$ cat config.mk
export PLATFORM = sky130hd
export DESIGN_NAME = hazard_ctrl_unit
export DESIGN_NICKNAME = d
export VERILOG_FILES = /design/src/rtl/hazard_ctrl_unit.sv
export SDC_FILE = /design/constraint.sdc
export NUM_CORES = 1
export LEC_CHECK = 0
export BUFFER_PORTS_ARGS = -buffer_cell sky130_fd_sc_hd__buf_4
export CORE_MARGIN = 5
export CORE_UTILIZATION = 43
export DETAILED_ROUTE_END_ITERATION = 16
export HOLD_SLACK_MARGIN = 0.15
export PLACE_DENSITY = 0.79
export SKIP_CTS_REPAIR_TIMING = 1
export SLEW_MARGIN = 0
export SYNTH_ARGS = -nofsm -noshare
export SYNTH_HDL_FRONTEND = slang
export SYNTH_SLANG_ARGS = --single-unit
export TNS_END_PERCENT = 10
$ cat constraint.sdc
create_clock -name clk -period 1.9 [get_ports clk]
set_clock_uncertainty 0.05 [all_clocks]
set_input_delay 0.095 -clock clk [delete_from_list [all_inputs] [get_ports clk]]
set_output_delay 0.095 -clock clk [all_outputs]
set_load 0.02 [all_outputs]
$ cat src/rtl/hazard_ctrl_unit.sv
`default_nettype none
// ============================================================================
// Module   : hazard_ctrl_unit
// Purpose  : ID-stage hazard controller for the 5-stage pipeline.
//            - load-use and branch-in-ID data hazard detection
//              (stall PC/IF-ID, bubble into ID/EX)
//            - taken-branch squash of IF/ID
//            - branch comparator forwarding select (MEM ALU result / WB)
//            - registered memory-wait FSM that freezes the whole pipe while
//              the data memory is slow, with a sticky timeout error
// Ports    : clk, rst                       clock / sync active-high reset
//            id_*                           ID-stage instruction fields
//            ex_*, mem_*, wb_*              downstream destination info
//            mem_req, mem_ready             data-memory handshake
//            stall, id_flush, if_flush      pipeline control
//            freeze                         hold every pipeline register
//            fwd_a, fwd_b                   comparator operand select
//                                           (00 regfile, 01 MEM, 10 WB)
//            mem_err                        sticky memory-timeout flag
//            cnt_lu, cnt_br, cnt_frz        hazard statistics (optional)
// Config   : define HAZARD_STATS_EN to add the saturating statistics
//            counters and their output ports.
// Revision : 1.0  initial release
// ============================================================================
module hazard_ctrl_unit #(
  parameter int REG_AW      = 5,
  parameter int MEM_TIMEOUT = 15,
  parameter int CNT_W       = 16
) (
  input  logic              clk,
  input  logic              rst,
  input  logic [REG_AW-1:0] id_rs,
  input  logic [REG_AW-1:0] id_rt,
  input  logic              id_uses_rt,
  input  logic              id_branch,
  input  logic              id_br_taken,
  input  logic              ex_regwrite,
  input  logic              ex_memread,
  input  logic [REG_AW-1:0] ex_rd,
  input  logic              mem_regwrite,
  input  logic              mem_memtoreg,
  input  logic [REG_AW-1:0] mem_rd,
  input  logic              mem_req,
  input  logic              mem_ready,
  input  logic              wb_regwrite,
  input  logic [REG_AW-1:0] wb_rd,
  output logic              stall,
  output logic              id_flush,
  output logic              if_flush,
  output logic              freeze,
  output logic [1:0]        fwd_a,
  output logic [1:0]        fwd_b,
  output logic              mem_err
`ifdef HAZARD_STATS_EN
  ,
  output logic [CNT_W-1:0]  cnt_lu,
  output logic [CNT_W-1:0]  cnt_br,
  output logic [CNT_W-1:0]  cnt_frz
`endif
);

  // --------------------------------------------------------------------------
  // Constants
  // --------------------------------------------------------------------------
  localparam int WCNT_W = (MEM_TIMEOUT < 1) ? 1 : $clog2(MEM_TIMEOUT + 1);

  localparam logic [WCNT_W-1:0] C_TIMEOUT = WCNT_W'(MEM_TIMEOUT);
  localparam logic [WCNT_W-1:0] C_WCNT_ONE = WCNT_W'(1);

  localparam logic [1:0] C_ST_RUN  = 2'd0;
  localparam logic [1:0] C_ST_WAIT = 2'd1;
  localparam logic [1:0] C_ST_ERR  = 2'd2;

  localparam logic [1:0] C_FWD_RF  = 2'b00;
  localparam logic [1:0] C_FWD_MEM = 2'b01;
  localparam logic [1:0] C_FWD_WB  = 2'b10;

  // Register 0 is hard-wired zero, so it never matches anything.
  function automatic logic reg_match(input logic [REG_AW-1:0] x,
                                     input logic [REG_AW-1:0] r);
    return (x != '0) && (x == r);
  endfunction

  // --------------------------------------------------------------------------
  // State
  // --------------------------------------------------------------------------
  logic [1:0]        state_q, state_d;
  logic [WCNT_W-1:0] wcnt_q,  wcnt_d;

  // --------------------------------------------------------------------------
  // Hazard detection
  // --------------------------------------------------------------------------
  logic w_lu;
  logic w_br_ex;
  logic w_br_ld;
  logic w_hazard;
  logic w_miss;
  logic w_freeze;
  logic w_stall;
  logic [1:0] w_fwd_a;
  logic [1:0] w_fwd_b;

  always_comb begin
    w_lu    = ex_memread &&
              (reg_match(ex_rd, id_rs) || (id_uses_rt && reg_match(ex_rd, id_rt)));
    // A branch compares in ID, so an ALU result still in EX cannot be
    // forwarded in time; neither can load data still in MEM.
    w_br_ex = id_branch && ex_regwrite &&
              (reg_match(ex_rd, id_rs) || reg_match(ex_rd, id_rt));
    w_br_ld = id_branch && mem_regwrite && mem_memtoreg &&
              (reg_match(mem_rd, id_rs) || reg_match(mem_rd, id_rt));
    w_hazard = w_lu || w_br_ex || w_br_ld;

    // Freeze starts combinationally in the very cycle the miss is seen.
    w_miss   = (state_q == C_ST_RUN) && mem_req && !mem_ready;
    w_freeze = w_miss || (state_q == C_ST_WAIT) || (state_q == C_ST_ERR);
    w_stall  = w_hazard && !w_freeze;

    // MEM ALU result is newer than WB, so it wins.
    w_fwd_a = C_FWD_RF;
    if (id_branch && mem_regwrite && !mem_memtoreg && reg_match(mem_rd, id_rs))
      w_fwd_a = C_FWD_MEM;
    else if (id_branch && wb_regwrite && reg_match(wb_rd, id_rs))
      w_fwd_a = C_FWD_WB;

    w_fwd_b = C_FWD_RF;
    if (id_branch && mem_regwrite && !mem_memtoreg && reg_match(mem_rd, id_rt))
      w_fwd_b = C_FWD_MEM;
    else if (id_branch && wb_regwrite && reg_match(wb_rd, id_rt))
      w_fwd_b = C_FWD_WB;
  end

  // --------------------------------------------------------------------------
  // Memory-wait FSM
  // --------------------------------------------------------------------------
  always_comb begin
    state_d = state_q;
    wcnt_d  = wcnt_q;
    case (state_q)
      C_ST_RUN: begin
        if (mem_req && !mem_ready) begin
          state_d = C_ST_WAIT;
          wcnt_d  = C_WCNT_ONE;
        end
      end
      C_ST_WAIT: begin
        if (mem_ready) begin
          state_d = C_ST_RUN;
          wcnt_d  = '0;
        end else if (wcnt_q == C_TIMEOUT) begin
          state_d = C_ST_ERR;
        end else begin
          wcnt_d = wcnt_q + C_WCNT_ONE;
        end
      end
      C_ST_ERR: begin
        state_d = C_ST_ERR;  // only reset leaves the error state
      end
      default: begin
        state_d = C_ST_RUN;
        wcnt_d  = '0;
      end
    endcase
  end

  always_ff @(posedge clk) begin
    if (rst) begin
      state_q <= C_ST_RUN;
      wcnt_q  <= '0;
    end else begin
      state_q <= state_d;
      wcnt_q  <= wcnt_d;
    end
  end

  // --------------------------------------------------------------------------
  // Outputs: freeze > data stall > branch flush; all quiet during reset.
  // --------------------------------------------------------------------------
  always_comb begin
    stall    = 1'b0;
    id_flush = 1'b0;
    if_flush = 1'b0;
    freeze   = 1'b0;
    fwd_a    = C_FWD_RF;
    fwd_b    = C_FWD_RF;
    mem_err  = 1'b0;
    if (!rst) begin
      freeze   = w_freeze;
      stall    = w_stall;
      id_flush = w_stall;
      if_flush = id_branch && id_br_taken && !w_stall && !w_freeze;
      mem_err  = (state_q == C_ST_ERR);
      // The branch is not resolved this cycle, so the select is irrelevant.
      if (!w_stall && !w_freeze) begin
        fwd_a = w_fwd_a;
        fwd_b = w_fwd_b;
      end
    end
  end

`ifdef HAZARD_STATS_EN
  // --------------------------------------------------------------------------
  // Saturating hazard statistics
  // --------------------------------------------------------------------------
  logic [CNT_W-1:0] cnt_lu_q,  cnt_lu_d;
  logic [CNT_W-1:0] cnt_br_q,  cnt_br_d;
  logic [CNT_W-1:0] cnt_frz_q, cnt_frz_d;

  always_comb begin
    cnt_lu_d  = cnt_lu_q;
    cnt_br_d  = cnt_br_q;
    cnt_frz_d = cnt_frz_q;
    if (w_stall && w_lu && (cnt_lu_q != '1))
      cnt_lu_d = cnt_lu_q + CNT_W'(1);
    if (w_stall && !w_lu && (cnt_br_q != '1))
      cnt_br_d = cnt_br_q + CNT_W'(1);
    if (w_freeze && (cnt_frz_q != '1))
      cnt_frz_d = cnt_frz_q + CNT_W'(1);
  end

  always_ff @(posedge clk) begin
    if (rst) begin
      cnt_lu_q  <= '0;
      cnt_br_q  <= '0;
      cnt_frz_q <= '0;
    end else begin
      cnt_lu_q  <= cnt_lu_d;
      cnt_br_q  <= cnt_br_d;
      cnt_frz_q <= cnt_frz_d;
    end
  end

  assign cnt_lu  = rst ? '0 : cnt_lu_q;
  assign cnt_br  = rst ? '0 : cnt_br_q;
  assign cnt_frz = rst ? '0 : cnt_frz_q;
`endif

endmodule
`default_nettype wire

==> After elaboration in Yosys (flattened, before gate mapping) <==
Cells that the tools add are included.
{ "totals": {"reg_bits": 6, "elab_cells": 80, "out_inout_bits": 9, "input_bits": 37} }
{ "op_classes": {"bitwise": 1, "addsub": 1, "mux": 20, "reduce_logical": 44, "n_eq_ne": 12} }
{ "ops": {"columns": ["operator", "n"], "rows": [
  ["$eq A5 B5 Y1", 6],
  ["$logic_and A1 B1 Y1", 27],
  ["$mux W2", 11],
  ["$reduce_bool A5 Y1", 3],
  ["$mux W4", 3],
  ["$pmux W4 S3", 1],
  ["$logic_or A1 B1 Y1", 7],
  ["$pmux W2 S3", 1],
  ["$add A4 B1 Y4 const B", 1],
  ["$eq A4 B4 Y1 const B", 1],
  ["$logic_not A1 Y1", 4],
  ["$mux W1", 4],
  ["$ne A3 B2 Y1 const B", 1],
  ["$ne A3 B3 Y1 const B", 1],
  ["$reduce_and A3 Y1", 1],
  ["$eq A2 B1 Y1 const B", 1],
  ["$eq A2 B2 Y1 const B", 1],
  ["$logic_not A2 Y1", 1],
  ["$ne A2 B1 Y1 const B", 1],
  ["$reduce_and A2 Y1", 1],
  ["$not A1 Y1", 1]
]} }

==> Logic depth before layout (Yosys ltp) <==
{ "depth": {"depth_word": 12, "mapped_depth": 7} }

==> Least setup slack after synthesis <==
No wires, ideal clock.
{ "synth_timing": {"path_kind": "reg-to-output", "start": "register state_q[0]", "end": "output fwd_b[1]", "n_path_buf": 1, "arrival_time_ns": 1.557, "setup_slack_ns": 0.198, "stages_incl_launch_ff": 7, "path_cell_list": "dfxtp_1 -> clkbuf_1 -> nor3_1 -> a21o_1 -> nand2b_1 -> a211o_1 -> nor3_1"} }
{ "synth_between": {"elab_chain_cells": 11, "word_cells_on_any_way": 13, "cone_classes": "eq/ne (2); mux (2); reduce/logical (9)"} }
{ "synth_rtl": {"columns": ["element", "line_no", "rtl"], "rows": [
  ["start, declared", "87", "logic [1:0] state_q, state_d;"],
  ["start signal, assigned", "171", "state_q <= state_d;"],
  ["$logic_not A2 Y1", "115", "w_miss = (state_q == C_ST_RUN) && mem_req && !mem_ready;"],
  ["$logic_and A1 B1 Y1 (2 in a row)", "115", null],
  ["$logic_or A1 B1 Y1", "116", "w_freeze = w_miss || (state_q == C_ST_WAIT) || (state_q == C_ST_ERR);"],
  ["$logic_or A1 B1 Y1 *", "116", null],
  ["$logic_not A1 Y1 *", "117, 194", null],
  ["$logic_and A1 B1 Y1", "117", "w_stall = w_hazard && !w_freeze;"],
  ["$logic_not A1 Y1", "194", "if (!w_stall && !w_freeze) begin"],
  ["$logic_and A1 B1 Y1 *", "194", null],
  ["$mux W2 *", "194", null],
  ["$mux W2 *", "187", "if (!rst) begin"],
  ["end, declared", "52", "output logic [1:0] fwd_b,"]
]} }
Every way passes the cells marked *; elsewhere a longest branch is shown, timed or not.

==> Final worst setup path <==
{ "layout_timing": {"start": "register state_q[1]", "end": "output fwd_b[1]"} }
Same word-level chain as after synthesis.

==> results.yml <==
outcome:
  status: "finished clean"
worst_hold_path:
  hold_path_class: "input pin to flip-flop"
pwr:
  pwr-share-seq_pct: 29.1
  clock_power_share_pct: 26.9
  p_total_mw: 0.471
  p_leak_nw: 0.525
  vdd_drop_max_mv: 0.234
  swShare_pct: 33.1
  combPwrFrac_pct: 43.9
  p_int_mw: 0.315
  power_density_mw_per_mm2: 390
  switchingPower_mw: 0.156
synth:
  synth_ff_type: "dfxtp_1"
  synth-seq-cells: 6
  synth_edf_count: 0
  postSynthAreaPerCell_sq_um: 7.53
  ys.warnings.count: 0
  synth_area_leader_cell: "xnor2_1"
  ys_seq_area_share_pct: 15.2
  synth_nets: 143
  synth_cell_types: 29
  postSynthCellCount: 105
  synth_top_area_share_pct: 17.7
  async_reset_ff_share_pct: 0
  synthTopCellsByArea: "xnor2_1, xor2_1, dfxtp_1, nor3_1, nor2_1"
  syn_area_sq_um: 791
cells_and_area:
  syn_to_final_growth_pct: 52.7
  final_cells: 179
  final_nets: 194
  layout-drive-gt1-share_pct: 35.7
  final_util_pct: 69.2
  antenna_cells: 0
setup_path:
  worstSetupPathType: "flip-flop to primary output"
  critPathMaxFanout: 6
  path_cells: "nor3_2 > a21o_1 > nand2b_1 > a211o_1 > nor3_1 > buf_4"
  path_buf_inv: 1
  cpLargestDelayFamily: "simple AND/OR/NAND/NOR gates"
  required_ns: 1.75
  critPathMaxStageDelay_ns: 0.36
  critPathLaunchType: "flip-flop"
  critPathArrivalTime_ns: 1.63
  critPathSlowestCell: "dfxtp_1"
  worstSetupEndpointType: "primary output"
  r2r_slack_ns: 0.16
detailed_routing:
  drc: 0
  route.final.wire_length_microns: 2400
  drtIter0Drc: 10
  post_drt_wl_per_cell_microns: 13.4
  avgViaCountPerCell: 5.04
  ant_nets: 0
  dr.pass1.iters: 4
  vias: 902
timing:
  finalSetupViolations: 0
  tns_ns: 0
  finalHoldViolCount: 0
  finalMaxSlewViolations: 0
  slew_headroom_pct: 74.8
  fin_crit_sh_pct: 93.6
  fmax_ghz: 0.562
  min_period_ns: 1.78
  worst_pin_slew_ns: 0.377
  rsz0062_at_grt: "no"
  finalWorstSetupSlack_ns: 0.122
grt:
  grt_pass1_vias: 918
  antenna_found_initial: 0
  grt_pass1_wl_microns: 3920
  grt_max_degree: 11
  grt_usage_pct: 18.8
  grt_overflow: 0
placed_design:
  routabilityCongestion: 0.843
  io_buffers: 45
  pre_cts_ws_ns: 0.202
  dp_cells: 173
  place_hpwl_microns: 2040
run:
  cap_violations: 0
clocking:
  insertion_delay_ns: 0.26
  max-clock-path-buffers: 2
  clockRootBuffer: "clkbuf_4"
  htreeDepth: 1
  cts_inserted_buffers: 3
  clkSlewWorstSetupHoldPaths_ns: 0.05
  clkSinkCount: 6
  cts_tree: "done"
floorplanning:
  rows: 15
  core-area_sq_mm: 0.00175
  pin_count: 46
  initial_core_util_pct: 45.3
  dieArea_sq_mm: 0.00280
  die_width_microns: 52.9
  fp.dieH_microns: 52.9
cell usage in the layout (no fill, tap or decap), types with 2 or more instances in the layout:
master          n
xnor2_1        16
nand3_1         3
nor2_1         10
dfxtp_1         5
nor3_2          2
nor2b_1         3
nand4_1         4
o21ai_0         2
nor3_1         12
or4_1           2
nand2b_1        2
clkbuf_4        3
nand2_1         7
buf_4          45
xor2_1         16
dlygate4sd3_1   3
a21oi_1         5
metrics by stage:
step	hold slack (ns)	cell area, sq um
after floorplan	0.114	791
after global placement	0.244	1150
after detailed placement	0.244	1150
after CTS	-0.0217	1170
after global routing	0.223	1210
final	0.162	1210
worst reg2reg max path: cells and delay by family, from the launching register on:
kind | cells | cell delay, ns
adder cells (fa/ha/maj) | 1 | 0.21
flip-flops | 1 | 0.34
AND/OR/NAND/NOR | 3 | 0.42
AO/OA/AOI/OAI | 1 | 0.07
buffers and inverters | 1 | 0.59
cells by family after synthesis:
family	share of synthesized area [%]
adders and majority gates	1.58
buffers and inverters	1.42
DFF	15.2
xor gates and xnor gates	35.4
and+or+nand+nor	31.6
AOI/OAI and AO/OA	14.7
sequential cells by signal, indices dropped and copies added, names as in the netlist:
| name | count |
|---|---|
| wcnt_q | 4 |
| state_q | 2 |
cell usage after synthesis, types with 3 or more instances:
cell type / count
dfxtp_1: 6
nand2_1: 7
xor2_1: 16
nor2_1: 10
nand3_1: 3
nor3_1: 13
a21oi_1: 5
nor2b_1: 3
nand4_1: 4
xnor2_1: 16
power groups by stage:
stage / sequential [mW] / combinational, mW / clock [mW]
4_1_cts: 0.137 / 0.202 / 0.123
3_3_place_gp: 0.139 / 0.197 / 0
3_5_place_dp: 0.139 / 0.201 / 0
6_report: 0.137 / 0.207 / 0.127
2_1_floorplan: 0.136 / 0.0969 / 0
5_1_grt: 0.138 / 0.228 / 0.134
cell type report:
| type | count | area, sq um |
|---|---|---|
| flip-flops and latches | 6 | 121 |
| clock buffers | 3 | 22.5 |
| fillers | 152 | 538 |
| multi-input cells | 97 | 664 |
| well taps | 25 | 31.3 |
| repair buffers | 48 | 368 |
routing by layer:
metal	wire (microns)	part of all wire (%)	track usage [%]
met3	159	6.6	4.51
met4	10	0.42	3.83
met1	1090	46	23.6
met5	0	0	0
met2	1130	47	32.4
path summary, 6_finish.rpt:
path              start  cells after the start    endpoint
max          state_q[1]                      6    fwd_b[1]
min           mem_ready                      4   wcnt_q[0]
max reg2reg   wcnt_q[0]                      6  state_q[0]
min reg2reg   wcnt_q[3]                      2   wcnt_q[3]
Note: power is estimated with default switching activity, not from simulation.
